### src/rtl/staged_fork_pkg.sv
// Shared stage types and elaboration-time helpers for staged_handshake_fork.
package staged_fork_pkg;

  localparam int STAGE_W     = 2;
  localparam int MAX_CH      = 8;
  localparam int STAGE_ALL_W = MAX_CH * STAGE_W;

  typedef logic [STAGE_W-1:0] stage_t;

  // Bitmask of channels whose stage is strictly below the stage of channel i.
  function automatic logic [MAX_CH-1:0] lower_mask(input logic [STAGE_ALL_W-1:0] ch_stage,
                                                   input int num_ch, input int i);
    logic [MAX_CH-1:0] m;
    m = '0;
    for (int j = 0; j < MAX_CH; j++) begin
      if (j < num_ch && ch_stage[j*STAGE_W +: STAGE_W] < ch_stage[i*STAGE_W +: STAGE_W])
        m[j] = 1'b1;
    end
    return m;
  endfunction

  function automatic stage_t max_stage(input logic [STAGE_ALL_W-1:0] ch_stage, input int num_ch);
    stage_t s;
    s = '0;
    for (int j = 0; j < MAX_CH; j++) begin
      if (j < num_ch && ch_stage[j*STAGE_W +: STAGE_W] > s)
        s = ch_stage[j*STAGE_W +: STAGE_W];
    end
    return s;
  endfunction

endpackage

### src/rtl/fork_skid1.sv
// One-entry bypassing skid buffer: empty -> input passes straight through,
// a write that meets a stalled output is parked until the output accepts it.
module fork_skid1 #(
  parameter int DATA_WIDTH = 32
) (
  input  logic                  clk,
  input  logic                  rst,
  input  logic                  in_valid,
  input  logic [DATA_WIDTH-1:0] in_data,
  output logic                  out_valid,
  input  logic                  out_ready,
  output logic [DATA_WIDTH-1:0] out_data,
  output logic                  full,
  output logic                  overflow
);

  logic [DATA_WIDTH-1:0] buf_q;

  assign out_valid = full | in_valid;
  assign out_data  = full ? buf_q : in_data;
  assign overflow  = in_valid & full;

  always_ff @(posedge clk or posedge rst) begin
    if (rst) begin
      full  <= 1'b0;
      buf_q <= '0;
    end else if (full) begin
      if (out_ready) full <= 1'b0;
    end else if (in_valid && !out_ready) begin
      full  <= 1'b1;
      buf_q <= in_data;
    end
  end

endmodule

### src/rtl/staged_handshake_fork.sv
// Stage-ordered fork of one valid/ready input into NUM_CH channels.
// Define STAGED_FORK_SKID_EN to give every top-stage channel a one-entry skid buffer.
module staged_handshake_fork
  import staged_fork_pkg::*;
#(
  parameter int                        DATA_WIDTH = 32,
  parameter int                        NUM_CH     = 3,
  parameter logic [NUM_CH*STAGE_W-1:0] CH_STAGE   = {2'd2, 2'd1, 2'd0},
  parameter int                        CNT_WIDTH  = 32
) (
  input  logic                         clk,
  input  logic                         rst,
  input  logic                         in_valid,
  output logic                         in_ready,
  input  logic [DATA_WIDTH-1:0]        in_data,
  output logic [NUM_CH-1:0]            ch_valid,
  input  logic [NUM_CH-1:0]            ch_ready,
  output logic [NUM_CH*DATA_WIDTH-1:0] ch_data,
  output logic [NUM_CH*CNT_WIDTH-1:0]  ch_cnt,
  output logic                         err
);

  localparam logic [STAGE_ALL_W-1:0] STAGES = STAGE_ALL_W'(CH_STAGE);

  // Handshake: a transfer happens on a cycle where valid & ready are both high;
  // valid/data never change before that transfer (upstream holds in_valid/in_data).
  logic [NUM_CH-1:0] done, f_valid, f_ready, ok, pre_ok, ch_fire;
  logic              in_fire;

  // ok[j] means "channel j has fired or fires now" once in_valid is high, written
  // from registers and inputs only so the stage chain has no combinational loop.
  assign ok       = done | (f_ready & {NUM_CH{in_valid}});
  assign in_ready = ~rst & (&(done | (f_ready & pre_ok)));
  assign in_fire  = in_valid & in_ready;
  assign ch_fire  = ch_valid & ch_ready;

`ifdef STAGED_FORK_SKID_EN
  localparam stage_t TOP_STAGE = max_stage(STAGES, NUM_CH);
  logic [NUM_CH-1:0] ovf;
`endif

  for (genvar i = 0; i < NUM_CH; i++) begin : g_ch
    localparam logic [NUM_CH-1:0] LMASK = NUM_CH'(lower_mask(STAGES, NUM_CH, i));
    logic [CNT_WIDTH-1:0] cnt;

    assign pre_ok[i]  = &(ok | ~LMASK);
    assign f_valid[i] = in_valid & ~rst & ~done[i] & pre_ok[i];

`ifdef STAGED_FORK_SKID_EN
    if (STAGES[i*STAGE_W +: STAGE_W] == TOP_STAGE) begin : g_skid
      logic full;
      fork_skid1 #(.DATA_WIDTH(DATA_WIDTH)) u_skid (
        .clk       (clk),
        .rst       (rst),
        .in_valid  (f_valid[i] & ~full),
        .in_data   (in_data),
        .out_valid (ch_valid[i]),
        .out_ready (ch_ready[i]),
        .out_data  (ch_data[i*DATA_WIDTH +: DATA_WIDTH]),
        .full      (full),
        .overflow  (ovf[i])
      );
      assign f_ready[i] = ~full;
    end else begin : g_direct
      assign ch_valid[i]                         = f_valid[i];
      assign f_ready[i]                          = ch_ready[i];
      assign ch_data[i*DATA_WIDTH +: DATA_WIDTH] = in_data;
      assign ovf[i]                              = 1'b0;
    end
`else
    assign ch_valid[i]                         = f_valid[i];
    assign f_ready[i]                          = ch_ready[i];
    assign ch_data[i*DATA_WIDTH +: DATA_WIDTH] = in_data;
`endif

    always_ff @(posedge clk or posedge rst) begin
      if (rst)             cnt <= '0;
      else if (ch_fire[i]) cnt <= cnt + CNT_WIDTH'(1);
    end
    assign ch_cnt[i*CNT_WIDTH +: CNT_WIDTH] = cnt;
  end

  always_ff @(posedge clk or posedge rst) begin
    if (rst)          done <= '0;
    else if (in_fire) done <= '0;
    else              done <= done | (f_valid & f_ready);
  end

`ifdef STAGED_FORK_SKID_EN
  always_ff @(posedge clk or posedge rst) begin
    if (rst)       err <= 1'b0;
    else if (|ovf) err <= 1'b1;
  end
`else
  assign err = 1'b0;
`endif

endmodule

### config.mk
export PLATFORM = sky130hd
export DESIGN_NAME = staged_handshake_fork
export DESIGN_NICKNAME = d
export VERILOG_FILES = /design/src/rtl/staged_fork_pkg.sv /design/src/rtl/fork_skid1.sv /design/src/rtl/staged_handshake_fork.sv
export SDC_FILE = /design/constraint.sdc
export NUM_CORES = 1
export LEC_CHECK = 0
export BUFFER_PORTS_ARGS = -buffer_cell sky130_fd_sc_hd__buf_2
export CAP_MARGIN = 20
export CORE_UTILIZATION = 51
export DETAILED_ROUTE_END_ITERATION = 12
export GPL_TIMING_DRIVEN = 0
export HOLD_SLACK_MARGIN = 0.02
export PLACE_DENSITY = 0.95
export SETUP_SLACK_MARGIN = 0.02
export SKIP_CTS_REPAIR_TIMING = 1
export SYNTH_ARGS = -nofsm -noshare
export SYNTH_HDL_FRONTEND = slang
export SYNTH_SLANG_ARGS = --single-unit
### constraint.sdc
create_clock -name clk -period 8.68 [get_ports clk]
set_input_delay 0.434 -clock clk [delete_from_list [all_inputs] [get_ports clk]]
set_output_delay 0.434 -clock clk [all_outputs]
set_load 0.005 [all_outputs]
==> reports/metrics.csv, run 1 <==
metric;value;unit
CTS tree;done;
clock latency on the worst-skew pair;0.35;ns
Slew headroom;41.3;%
Synth-to-Final Area Change;26.4;%
Cells after Synth;503;
Worst Path Arrival;2.52;ns
net count reported at finish;757;
IO buf count;201;
clk buf depth;2;
most frequent cells in the layout;buf_2 (205), dfrtp_1 (99), buf_4 (97), xnor2_1 (69), nand2_1 (40);
min cycle time layout;2.24;ns
final hold vios;0;
I/O Pins;235;
Rows;36;
DR WL/cell;13.7;um
initial antenna violation count;0;
first-pass iteration count of the detailed router;4;
setup TNS;0;ns
fin area;6650;um^2
critical path type;flip-flop to flip-flop;
Initial Util;53.3;%
crit-path cells;nor2_1 -> nor3b_1 -> nand4_1 -> nor3_1 -> xor2_1;
CTS HTree Levels;3;
Worst-Margin Slew;0.878;ns
leakage power total;3.55;nW
most common cell after layout, fill and taps aside;buf_2;
total CTS buffers;9;
FMAX;0.447;GHz
Primary FF master, synth;dfrtp_1;
drt total wl;11700;um
GRT overflow;0;
Layout Skew;0.0125;ns
Worst Hold Class;input pin to async pin;
clk root buf;clkbuf_8;
global-route wire length before repair;19200;um
dpl hpwl;9140;um
final setup vio count;0;
synthesized area;5260;um^2
Net Count, Synth;544;
synth warn;0;
Die Y;104;um
Total Power;0.996;mW
Synth cell types;42;
GPL Wtd Cong;0.815;
Critical Path End Type;flip-flop;
share of cells above drive strength 1;46.9;%
Worst path max stage delay;0.75;ns
Layout fillers;722;
gr usage total;21.7;%
vias in the first global route;3989;
number of antenna diodes;0;
largest net degree at the start of global routing;55;
R2R Setup Slk;6.44;ns
EDFF count, synth;0;
period utilisation layout;25.8;%
Core Box Area;9860;um^2
DR DRC count;0;
die area;10700;um^2
die width;104;um
Power Dens Cells;150;nW/um^2
synthesized area per cell;10.5;um^2
via count;4263;
unrepaired setup endpoints after global routing;no;
clk slew on worst S/H paths;0.10;ns
CP max FO;6;
post-route ant nets;0;
Critical Path RT;8.96;ns
# clock sinks;99;
initial drt markers;145;
Placed Area;6460;um^2
final slew viol count;0;
Async SR Flop Fraction;100;%
Max Cap Viol;0;
Vias/cell;5.00;
Seq/Total Area, Yosys;47.1;%
Slowest-stage cell, CP;nor3b_1;
flop and latch count out of synthesis;99;
Peak supply drop;149;uV
startpoint types;flip-flop;
status;completed;
-- power by group --
part / switching (mW) / internal, mW / total, mW
sequential: 0.0429 / 0.492 / 0.535
clock: 0.157 / 0.121 / 0.278
combinational: 0.0815 / 0.101 / 0.183
total: 0.281 / 0.715 / 0.996
-- path summary, 6_finish.rpt --
path,startpoint,to,cells past startpoint
setup / recovery,done[0],g_ch[2].cnt[31],5
hold / removal,rst,done[0],2
setup reg to reg,done[0],g_ch[2].cnt[31],5
hold reg to reg,g_ch[2].cnt[31],g_ch[2].cnt[31],1
max in group asynchronous,rst,g_ch[0].cnt[1],3
min in group clk,g_ch[2].cnt[31],g_ch[2].cnt[31],1
-- through the flow --
step	utilization [%]	cells	hold slack [ns]	setup WS (ns)
2_1_floorplan	-	503	0.465	5.66
3_3_place_gp	65.2	837	0.452	4.62
3_5_place_dp	65.5	838	0.460	6.35
4_1_cts	67.4	853	0.184	6.43
5_1_grt	67.4	853	0.222	6.24
6_report	67.4	853	0.185	6.44
-- routing by layer --
layer  share of wire, %  GRT usage (%)
met1                 41           25.4
met2                 53           40.2
met3                5.6           5.22
met4               0.98           4.87
met5                  0              0
-- critical path: cells and delay by family (launching register included) --
family	cells	cell delay, ns
AND/OR/NAND/NOR	4	1.56
XOR/XNOR	1	0.17
flip-flops	1	0.44
-- kinds of logic (layout without fill, tap and decap cells) --
group | Yosys count | count (layout) | synth area share, %
xor+xnor | 93 | 93 | 15.5
other cells | 1 | 1 | 0.0713
mux | 3 | 3 | 0.642
buf+inv | 114 | 331 | 15.3
simple gates | 181 | 181 | 19.4
compound gates | 9 | 9 | 1.33
fa+ha+maj | 3 | 3 | 0.714
flops | 99 | 99 | 47.1
-- Yosys cell counts (4+ instances only) --
| cell type | number | share of area, % |
|---|---|---|
| dfrtp_1 | 99 | 47 |
| buf_4 | 97 | 14 |
| xnor2_1 | 69 | 11 |
| nand2_1 | 40 | 2.9 |
| nand4_1 | 32 | 3.8 |
| nand3_1 | 29 | 2.8 |
| nor2_1 | 27 | 1.9 |
| xor2_1 | 24 | 4.0 |
| inv_1 | 10 | 0.71 |
| nor3_1 | 9 | 0.86 |
| and3_1 | 8 | 0.95 |
| and2_1 | 6 | 0.71 |
| nor4_1 | 5 | 0.59 |
| and4_1 | 4 | 0.67 |
| buf_2 | 4 | 0.38 |
| o21a_1 | 4 | 0.57 |
-- registers in the layout, summed over array words and instances, names as in the netlist --
name      flops
g_ch.cnt     96
done          3
-- cell type report --
| type | instances | area, um^2 | share of cell area (%) |
|---|---|---|---|
| Clock buffer | 11 | 151 | 2.28 |
| Inverter | 10 | 40.0 | 0.602 |
| Multi-Input combinational cell | 290 | 1980 | 29.8 |
| Clock inverter | 4 | 33.8 | 0.508 |
| Buffer | 104 | 767 | 11.5 |
| Sequential cell | 99 | 2480 | 37.3 |
| Tap cell | 133 | 166 | 2.50 |
| Timing Repair Buffer | 202 | 1030 | 15.5 |
Note: power is estimated with default switching activity, not from simulation.
==> run 2: changes to the inputs <==
--- a/config.mk
+++ b/config.mk
@@ -7,11 +7,11 @@
 export LEC_CHECK = 0
 export BUFFER_PORTS_ARGS = -buffer_cell sky130_fd_sc_hd__buf_2
 export CAP_MARGIN = 20
-export CORE_UTILIZATION = 51
+export CORE_UTILIZATION = 43
 export DETAILED_ROUTE_END_ITERATION = 12
 export GPL_TIMING_DRIVEN = 0
 export HOLD_SLACK_MARGIN = 0.02
-export PLACE_DENSITY = 0.95
+export PLACE_DENSITY = 0.89
 export SETUP_SLACK_MARGIN = 0.02
 export SKIP_CTS_REPAIR_TIMING = 1
 export SYNTH_ARGS = -nofsm -noshare
==> constraint.sdc (replaced) <==
create_clock -name clk -period 1.85 [get_ports clk]
set_input_delay 0.0925 -clock clk [delete_from_list [all_inputs] [get_ports clk]]
set_output_delay 0.0925 -clock clk [all_outputs]
set_load 0.005 [all_outputs]
==> run 2 against run 1 <==
The run now ends with setup timing left; register-to-register slack lost 6.6 ns; critical path depth grew 2; flip-flop and latch count is the same; core utilization shrank 6.7 points; via count grew 0.73%; final cell count grew 4.3%; clock skew shrank 0.0072 ns; combinational power grew to 5.5 times the previous value; die area grew 18%; clock-buffer cell count grew 1.
==> reports/metrics.csv, run 2 (synthesis gave the netlist of run 1 again) <==
metric;value;unit
DR DRC count;0;
leakage power total;3.92;nW
Top reg by flops;g_ch.cnt;
gr usage total;17.7;%
clk root buf;clkbuf_16;
first-pass iteration count of the detailed router;6;
clock latency on the worst-skew pair;0.34;ns
Slew headroom;64.5;%
Peak supply drop;489;uV
CTS tree;done;
GPL Wtd Cong;0.779;
Final Util;60.7;%
Slowest-stage cell, CP;dfrtp_1;
global-route wire length before repair;17700;um
Synth-to-Final Area Change;38.0;%
die area;12700;um^2
status;complete, but fails checks;
CP delay by family, top;simple AND/OR/NAND/NOR gates;
# clock sinks;99;
Largest regs;g_ch.cnt (96), done (3);
Critical Path End Type;flip-flop;
DR WL/cell;13.3;um
WL met2;6140;um
Initial Util;44.0;%
CP Buf/Inv Count;1;
Worst Hold Class;input pin to flip-flop;
final hold vios;0;
most common cell after layout, fill and taps aside;buf_2;
drt total wl;11800;um
Final WS setup;-0.122;ns
Die Y;113;um
min cycle time layout;1.97;ns
Power Dens Cells;764;nW/um^2
period utilisation layout;107;%
Metal-1 WL;4860;um
initial antenna violation count;0;
Total Power;5.55;mW
unrepaired setup endpoints after global routing;yes;
crit-path cells;ha_2 -> nand4b_1 -> or3_4 -> nor4_4 -> buf_6 -> nand4_1 -> xnor2_1;
Reg area;2480;um^2
critical path type;flip-flop to flip-flop;
Core Box Area;12000;um^2
Worst Path Arrival;2.20;ns
DR top layer;met4;
failing checks;setup timing;
most frequent cells in the layout;buf_2 (201), buf_4 (115), dfrtp_1 (96), xnor2_1 (68), nand2_1 (35);
post-route ant nets;0;
Vias/cell;4.82;
Critical Path RT;2.08;ns
final hold slack;0.184;ns
FMAX;0.507;GHz
initial drt markers;124;
number of antenna diodes;0;
Worst-Margin Slew;0.530;ns
Worst path max stage delay;0.43;ns
CP max FO;8;
Layout fillers;957;
via count;4294;
IO buf count;201;
Final Non-Filler Cells;890;
flip-flop count of the largest register after layout;96;
DR WL met3;676;um
vias in the first global route;3780;
GRT overflow;0;
Max Cap Viol;0;
die width;113;um
largest net degree at the start of global routing;30;
dpl hpwl;8640;um
Rows;40;
CTS HTree Levels;3;
total CTS buffers;9;
final slew viol count;0;
clk buf depth;2;
startpoint types;flip-flop;
Layout Skew;0.00527;ns
clk slew on worst S/H paths;0.07;ns
multi-input logic area;2210;um^2
final setup vio count;12;
I/O Pins;235;
net count reported at finish;779;
placed cells;854;
share of cells above drive strength 1;52.6;%
[run 2: changes by cell type in the layout (fill, tap and decap cells not counted), moves of 5 or more]
cell,before,now
buf_4,97,115
clkbuf_8,11,1
clkbuf_16,0,9
buf_6,1,7
nand2_1,40,35
nor2_1,27,22
nor4_4,3,8
[run 2: worst paths after layout]
| path | depth (start not counted) | end | start | slack [ns] |
|---|---|---|---|---|
| min reg2reg | 1 | g_ch[2].cnt[31] | g_ch[2].cnt[31] | 0.46 |
| max in group asynchronous | 4 | g_ch[0].cnt[25] | rst | 0.96 |
| max reg2reg | 7 | g_ch[2].cnt[22] | g_ch[2].cnt[0] | -0.12 |
| min | 3 | done[1] | in_valid | 0.18 |
| min in group asynchronous | 3 | g_ch[1].cnt[7] | rst | 0.40 |
| max | 7 | g_ch[2].cnt[22] | g_ch[2].cnt[0] | -0.12 |
[run 2: routing by layer]
layer | global-route usage (%) | vias to the layer above
li1 | - | 2061
met1 | 21.6 | 2070
met2 | 30.5 | 150
met3 | 3.83 | 13
met4 | 6.67 | 0
met5 | 0 | -
[run 2: stage by stage]
step	setup WS [ns]	TNS, ns	instance area, um^2
CTS	-0.446	-15.05	6840
detailed placement	-0.419	-11.81	6520
global placement	-0.389	-23.95	6460
finish	-0.122	-0.842	7260
global route	-0.233	-3.92	7260
floorplan	-0.0574	-0.256	5270
[run 2: layout make-up]
| cell class | instances | share of cell area (%) |
|---|---|---|
| repair buffers | 227 | 17.3 |
| clock inverters | 4 | 1.02 |
| clock buffers | 12 | 3.40 |
| well taps | 147 | 2.53 |
| plain buffers | 101 | 10.6 |
| inverters | 10 | 0.569 |
| flip-flops and latches | 99 | 34.2 |
| multi-input cells | 290 | 30.4 |
[run 2: worst reg2reg max path, cell delays in order (launching register included)]
cell and delay [ns]:
dfrtp_1 0.43, ha_2 0.21, nand4b_1 0.08, or3_4 0.39
nor4_4 0.31, buf_6 0.17, nand4_1 0.12, xnor2_1 0.15
[run 2: report_power, final]
part	switching (mW)	internal, mW	leakage (nW)
combinational	0.438	0.567	2.42
clock	0.798	1.22	0.157
sequential	0.201	2.32	1.34
==> run 3: changes to the inputs <==
--- a/config.mk
+++ b/config.mk
@@ -5,15 +5,17 @@
 export SDC_FILE = /design/constraint.sdc
 export NUM_CORES = 1
 export LEC_CHECK = 0
+export ABC_AREA = 1
 export BUFFER_PORTS_ARGS = -buffer_cell sky130_fd_sc_hd__buf_2
 export CAP_MARGIN = 20
-export CORE_UTILIZATION = 43
+export CORE_UTILIZATION = 45
 export DETAILED_ROUTE_END_ITERATION = 12
 export GPL_TIMING_DRIVEN = 0
 export HOLD_SLACK_MARGIN = 0.02
 export PLACE_DENSITY = 0.89
 export SETUP_SLACK_MARGIN = 0.02
 export SKIP_CTS_REPAIR_TIMING = 1
+export SLEW_MARGIN = 20
 export SYNTH_ARGS = -nofsm -noshare
 export SYNTH_HDL_FRONTEND = slang
 export SYNTH_SLANG_ARGS = --single-unit
==> run 3 against run 2 <==
The flow now finishes without violations; clock power down 13%; critical path depth grew 3; synthesized cell count rose by 58%.
==> reports/metrics.csv, run 3 <==
metric;value;unit
Hold Crit Endpoint;g_ch[2].cnt[1];
startpoint types;flip-flop;
Worst Hold Class;input pin to flip-flop;
gr usage total;21.2;%
Core Box Area;13200;um^2
synthesized area;6090;um^2
Synth area leaders;dfrtp_1 (41%), nand2_1 (15%), buf_4 (12%), inv_1 (5.3%), nor2_1 (4.8%);
via count;5729;
worst r2r dst;g_ch[1].cnt[30];
Vias/cell;4.79;
I/O Pins;235;
Worst path max stage delay;0.42;ns
Die Y;118;um
Critical Path RT;2.10;ns
share of cells above drive strength 1;36.9;%
final slew viol count;0;
DR DRC count;0;
Power Dens Cells;667;nW/um^2
Reg area;2480;um^2
Rows;42;
largest net degree at the start of global routing;34;
multi-input logic area;2680;um^2
Layout Skew;0.00671;ns
final setup vio count;0;
met3 usage;5.31;%
synthesized area per cell;7.67;um^2
most frequent cells in the layout;nand2_1 (225), buf_2 (201), buf_4 (100), dfrtp_1 (99), inv_1 (83);
Worst Path Arrival;2.01;ns
clk slew on worst S/H paths;0.07;ns
Seq/Total Area, Yosys;40.7;%
clock latency on the worst-skew pair;0.35;ns
min cycle time layout;1.76;ns
Largest regs;g_ch.cnt (96), done (3);
dpl hpwl;11200;um
post-route ant nets;0;
Critical Path End Type;flip-flop;
DR WL/cell;12.1;um
Max Cap Viol;0;
area share of the largest cell type after synthesis;40.7;%
clk buf depth;2;
Top reg by flops;g_ch.cnt;
CP delay by family, top;simple AND/OR/NAND/NOR gates;
placed cells;1174;
M1 GR Usage;26.6;%
FMAX;0.569;GHz
met2 usage;35.8;%
Post-synth top cells;nand2_1 (242), dfrtp_1 (99), buf_4 (98);
Layout fillers;1211;
leakage power total;4.41;nW
clk root buf;clkbuf_16;
setup TNS;0;ns
initial drt markers;256;
cell with the most instances after synthesis;nand2_1;
initial antenna violation count;0;
die width;118;um
grt peak-use layer;met2;
CP Buf/Inv Count;0;
Synth cell types;25;
worst-case reg-to-reg path depth;10;
Primary FF master, synth;dfrtp_1;
number of antenna diodes;0;
Setup WS pre-CTS;-0.133;ns
hold path depth;4;
final hold vios;0;
r2r startpoint;g_ch[1].cnt[0];
vias in the first global route;5240;
EDFF count, synth;0;
synth warn;0;
Synth-to-Final Area Change;30.0;%
Peak supply drop;439;uV
R2R Setup Slk;0.09;ns
CP max FO;4;
Initial Util;46.0;%
period utilisation layout;95.0;%
drt total wl;14500;um
biggest area consumer among synthesized cells;dfrtp_1;
global-route wire length before repair;24100;um
# clock sinks;99;
GPL Wtd Cong;0.892;
total CTS buffers;9;
most common cell after layout, fill and taps aside;nand2_1;
status;completed;
Net Count, Synth;835;
net count reported at finish;1059;
IO buf count;201;
CTS tree;done;
CTS HTree Levels;3;
min-delay src;ch_ready[2];
die area;14000;um^2
flop and latch count out of synthesis;99;
first-pass iteration count of the detailed router;4;
Final WS setup;0.0924;ns
critical path type;flip-flop to flip-flop;
flip-flop count of the largest register after layout;96;
Slowest-stage cell, CP;dfrtp_1;
Cells after Synth;794;
Final Non-Filler Cells;1197;
unrepaired setup endpoints after global routing;yes;
Async SR Flop Fraction;100;%
most used cell, CP;nand2_1;
GRT overflow;0;
crit-path cells;ha_1 -> nand2_1 -> nor2_2 -> nand2_1 -> nor2_4 -> nand2_4 -> nor2_4 -> nand2_1 -> nand2_1 -> nand2_1;
run 3: cell families after synthesis:
kind of cell / Yosys count / synth area share (%)
AND/OR/NAND/NOR: 438 / 32.3
buffers and inverters: 186 / 17.5
flip-flops: 99 / 40.7
XOR/XNOR: 54 / 7.76
AO/OA/AOI/OAI: 13 / 1.11
adder cells (fa/ha/maj): 3 / 0.616
other: 1 / 0.0616
run 3: worst reg2reg max path: cells and delay by family, from the launching register on:
family,cells,cell delay (ns)
adder cells (fa/ha/maj),1,0.21
flip-flops,1,0.42
AND/OR/NAND/NOR,9,1.03
run 3: metrics by stage:
stage / cell area [um^2] / hold slack (ns) / util [%] / total power, mW
global placement: 7450 / 0.350 / 56.3 / 3.45
detailed placement: 7520 / 0.215 / 56.8 / 3.52
global route: 7920 / 0.161 / 59.8 / 5.58
floorplan: 6220 / 0.259 / - / 3.10
finish: 7920 / 0.153 / 59.8 / 5.28
CTS: 7790 / -0.166 / 58.8 / 5.29
run 3: layout make-up:
class                   count  share of cell area (%)
flip-flops and latches     99                    31.3
well taps                 176                    2.78
inverters                  87                    4.23
multi-input cells         509                    33.9
clock buffers              12                    3.24
repair buffers            213                    15.0
plain buffers              99                    9.48
clock inverters             2                   0.158
run 3: worst max path at each step:
stage	start	depth (start not counted)	to
floorplan	rst	6	g_ch[1].cnt[19]
global placement	rst	7	done[1]
detailed placement	rst	10	g_ch[0].cnt[24]
CTS	g_ch[1].cnt[0]	10	g_ch[1].cnt[30]
global route	g_ch[1].cnt[0]	10	g_ch[1].cnt[30]
finish	g_ch[1].cnt[0]	10	g_ch[1].cnt[30]
run 3: power breakdown:
part / internal, mW / switching [mW] / leakage (nW)
combinational: 0.511 / 0.522 / 2.93
sequential: 2.32 / 0.174 / 1.35
clock: 0.969 / 0.789 / 0.131
total: 3.80 / 1.49 / 4.41
run 3: per-layer routing:
metal / wire length, um / up-vias
met1: 6340 / 2665
met2: 7020 / 203
met3: 813 / 41
met5: 0 / -
li1: - / 2820
met4: 362 / 0
